==> config.mk <==
export PLATFORM = sky130hd
export DESIGN_NAME = data_memory_flat
export DESIGN_NICKNAME = d
export VERILOG_FILES = /design/src/rtl/data_memory_if.sv /design/src/rtl/data_memory.sv /design/src/flat_wrapper.sv
export SDC_FILE = /design/constraint.sdc
export NUM_CORES = 2
export LEC_CHECK = 0
export BUFFER_PORTS_ARGS = -buffer_cell sky130_fd_sc_hd__buf_2
export CORE_MARGIN = 2
export CORE_UTILIZATION = 37
export CTS_CLUSTER_DIAMETER = 30
export DETAILED_ROUTE_END_ITERATION = 7
export PLACE_DENSITY = 0.58
export RECOVER_POWER = 50
export SLEW_MARGIN = 10
export SYNTH_ARGS = -nofsm -noshare
export SYNTH_HDL_FRONTEND = slang
export SYNTH_SLANG_ARGS = --single-unit
export TNS_END_PERCENT = 30
==> constraint.sdc <==
create_clock -name clk -period 85.1 [get_ports clk]
set_input_delay 12.765 -clock clk [delete_from_list [all_inputs] [get_ports clk]]
set_output_delay 12.765 -clock clk [all_outputs]
set_load 0.01 [all_outputs]
==> src/rtl/data_memory_if.sv <==
// Load/store bus between the datapath and the data memory: address, enables,
// write data and registered read data.
interface data_memory_if #(
   parameter int DATA_WIDTH = 8,
   parameter int ADDR_WIDTH = 8
);
   logic [ADDR_WIDTH-1:0] address;
   logic                  read;
   logic                  write;
   logic [DATA_WIDTH-1:0] data_inputs;
   logic [DATA_WIDTH-1:0] data_outputs;

   modport master (output address, read, write, data_inputs, input data_outputs);
   modport slave  (input address, read, write, data_inputs, output data_outputs);
endinterface

==> src/rtl/data_memory.sv <==
// 2^ADDR_WIDTH x DATA_WIDTH synchronous data memory with a registered read port
// and write-through on simultaneous read/write; async reset clears everything.
module data_memory #(
   parameter int DATA_WIDTH = 8,
   parameter int ADDR_WIDTH = 8
) (
   input  logic          clk,
   input  logic          reset,
   data_memory_if.slave  bus
);
   localparam int DEPTH = 1 << ADDR_WIDTH;

   logic [DEPTH-1:0][DATA_WIDTH-1:0] mem;
   logic [DATA_WIDTH-1:0]            rd_q;

   // The whole array must clear on reset, so storage is flops rather than a RAM macro.
   always_ff @(posedge clk or posedge reset) begin
      if (reset) begin
         mem <= '0;
      end else if (bus.write) begin
         mem[bus.address] <= bus.data_inputs;
      end
   end

   // Write-through takes priority so a combined access returns the new data.
   always_ff @(posedge clk or posedge reset) begin
      if (reset) begin
         rd_q <= '0;
      end else if (bus.read && bus.write) begin
         rd_q <= bus.data_inputs;
      end else if (bus.read) begin
         rd_q <= mem[bus.address];
      end
   end

   assign bus.data_outputs = rd_q;
endmodule

==> src/flat_wrapper.sv <==
// flat-port wrapper written by rule: the top's interface ports become plain ports
module data_memory_flat 
#(
   parameter int DATA_WIDTH = 8,
   parameter int ADDR_WIDTH = 8
)
  (clk, reset, bus_address, bus_read, bus_write, bus_data_inputs, bus_data_outputs);
  data_memory_if #(.DATA_WIDTH(DATA_WIDTH), .ADDR_WIDTH(ADDR_WIDTH)) bus_i ();
  input  logic clk;
  input  logic reset;
  input wire logic [$bits(bus_i.address)-1:0] bus_address;
  input wire logic [$bits(bus_i.read)-1:0] bus_read;
  input wire logic [$bits(bus_i.write)-1:0] bus_write;
  input wire logic [$bits(bus_i.data_inputs)-1:0] bus_data_inputs;
  output wire logic [$bits(bus_i.data_outputs)-1:0] bus_data_outputs;
  assign bus_i.address = bus_address;
  assign bus_i.read = bus_read;
  assign bus_i.write = bus_write;
  assign bus_i.data_inputs = bus_data_inputs;
  assign bus_data_outputs = bus_i.data_outputs;
  data_memory #(.DATA_WIDTH(DATA_WIDTH), .ADDR_WIDTH(ADDR_WIDTH)) u_core (.clk(clk), .reset(reset), .bus(bus_i));
endmodule
==> metrics.cfg <==
[detailed_routing]
dr.pass1.iters = 5
vias_per_cell = 5.764
vias = 57637
wl_per_cell_um = 29.67
wirelength_um = 296700
drt-initial-drc-count = 4576
drtAntennaViolNets = 0
drcViolationCount = 0

[yosys]
seq_area_frac_synth_pct = 54.85
ys_types = 63
syn_inst = 6140
synth.most_common_cell = dfrtp_1
ys_warn_count = 0
postSynthAreaPerCell_um2 = 15.28
synth_area_leaders = dfrtp_1 (55%), mux2_2 (23%), mux4_2 (12%), mux2i_1 (1.3%), clkbuf_1 (1.3%)
synth_edf_count = 0
synth_top_area_share_pct = 54.85
ys.flop_type = dfrtp_1
syn_area_mm2 = 0.09380
syn_nets = 6160
synth_top_area_cell = dfrtp_1
ys_ff_latch = 2056
synthTopCellsByCount = dfrtp_1 (2056), mux2_2 (1955), mux4_2 (479), clkbuf_1 (319), nand2_1 (232)
async_flop_share_pct = 100.0

[place]
place_hpwl_um = 181500
io_buffer_count = 27
dpl_worst_slack_ns = 67.11
gp_congestion = 0.8546
place_area_mm2 = 0.09735

[clocking]
clk_path_buf_depth = 4
post_cts_buffers = 0
post_cts_resized = 0
clk_pin_slew_ns = 0.05
ctsHoldBuffers = 0
clock_sinks = 2056
cts_root_buf = clkbuf_16
h-tree-depth = 5
cts_tree = built
clkLatencyLatePin_ns = 0.96
cts_made_buffers = 450

[worst_setup_path]
crit_path_start_kind = input pin
rr_endpoint = u_core.bus.data_outputs[6]
crit_chain = buf_2, clkinvlp_2, clkbuf_1, clkbuf_1, clkbuf_1, buf_4
cp_slowest_stage_delay_ns = 5.93
crit_family = buffers and inverters
critical_path.endpoint_type = asynchronous set/reset pin
cpMostUsedCell = clkbuf_1
r2r-start = u_core.mem[574]
worstPathArrival_ns = 27.87
reg2regPathDepth = 7
rrSetupSlack_ns = 81.88
cp_data_required_time_ns = 86.04
cp_slowest_cell = clkbuf_1
crit_type = in2async
critPathBufInv = 6
cp_max_fo = 152

[pwr]
power_density_mw_per_mm2 = 26.95
irDropWorstVdd_mv = 0.02208
p_leak_nw = 52.50

[timing]
maxSlewHeadroom_pct = -456.5
setup_viol = 0
finalHoldViolations = 0
fin_skew_ns = 0.05151
fin_crit_sh_pct = 31.65
max_freq_ghz = 0.03712
rsz0062_at_grt = no
fin_ws_ns = 58.16
post-route-min-period_ns = 26.94
max_slew.worst_pin.slew_ns = 8.348
final_max_slew_viol_count = 1639
final.setup.tns_ns = 0

[floorplan]
die_h_um = 507.5
num_rows = 184
core_area_mm2 = 0.2516
die_x_um = 507.5
initial_utilization_pct = 37.28
dieArea_mm2 = 0.2576
ios = 28

[status]
violations = max-capacitance violations, max-slew violations
status = finished with violations

[global_routing]
grt_pass1_wl_um = 436300
grt-ovfl-total = 0
grt_pass1_vias = 60822
antenna_found_initial = 21
grt_max_degree = 153
track_usage_pct = 23.00

[final_layout]
syn_to_final_growth_pct = 20.23
drive_above_1_share_pct = 51.35
fillers = 21939
design.final.nets = 6302
design_area_mm2 = 0.1128

[flow_run]
maxCapViolCount = 29

[min_path]
hp-start = u_core.mem[485]
min_path_type = reg2reg
min_to = u_core.mem[485]
hold_depth = 2

[power by group]
part | leakage [nW] | switching (mW) | internal (mW) | total, mW
registers | 28.3 | 0.0250 | 1.03 | 1.05
clock network | 7.69 | 0.557 | 1.24 | 1.80
logic | 16.5 | 0.111 | 0.0742 | 0.185
[placed cells by master (no fill, tap or decap), types with 92 or more instances in the layout]
cell,count
buf_4,92
clkbuf_1,93
clkbuf_16,459
dfrtp_1,2056
mux2_2,1952
mux2i_1,121
mux4_2,479
nand2_1,231
nor2_1,169
o22ai_1,105
[kinds of logic (layout without fill, tap and decap cells)]
kind of cell,after synthesis,count (layout),synth area share [%]
buffers and inverters,472,978,2.314
AND/OR/NAND/NOR,638,638,3.428
multiplexers,2599,2599,36.79
other,0,6,0
AO/OA/AOI/OAI,375,375,2.621
flip-flops,2056,2056,54.85
[layout make-up]
type | count | area, um2 | area share (%)
timing repair buffer | 156 | 1195 | 1.059
tap | 3348 | 4189 | 3.714
antenna | 6 | 15.01 | 0.01331
multi-input combinational | 3612 | 40050 | 35.52
sequential | 2056 | 51450 | 45.62
inverter | 6 | 27.53 | 0.02441
clock buffer | 587 | 12690 | 11.25
clock inverter | 229 | 3163 | 2.805
[tightest hold or removal path: cells and delay by family, from the launching register on]
| kind | cells | cell delay (ns) |
|---|---|---|
| and+or+nand+nor | 1 | 0.04 |
| DFF | 1 | 0.33 |
| AOI/OAI and AO/OA | 1 | 0.06 |
[flip-flops by register name, summed over array words and instances, names as in the netlist]
name / cells
u_core.bus.data_outputs: 8
u_core.mem: 2048
[per-stage QoR]
step	hold slack (ns)	util [%]	total power, mW	cells
2_1_floorplan	0.4446	-	1.189	6140
3_3_place_gp	0.4564	38.65	1.245	9172
3_5_place_dp	0.4672	38.69	1.252	9178
4_1_cts	0.4770	44.99	3.060	9994
5_1_grt	0.4967	44.82	3.130	9997
6_report	0.4733	44.82	3.039	10000
[worst max path at each step]
stage,start,to,slack [ns],cells past startpoint
floorplan,reset,u_core.bus.data_outputs[0],14.26,1
global placement,bus_address[0],u_core.bus.data_outputs[7],66.56,10
detailed placement,bus_address[0],u_core.bus.data_outputs[6],67.11,11
CTS,bus_address[0],u_core.bus.data_outputs[6],68.13,11
global route,reset,u_core.mem[762],55.27,6
finish,reset,u_core.mem[762],58.16,6
[routing by layer]
metal	up-vias	global-route usage [%]	wire length [um]
met2	2042	35.58	137600
met1	31611	30.94	125600
met5	-	0	36
li1	23361	-	-
met4	6	9.971	13110
met3	617	5.384	20310
No activity file was read; power rests on OpenSTA's default activity.
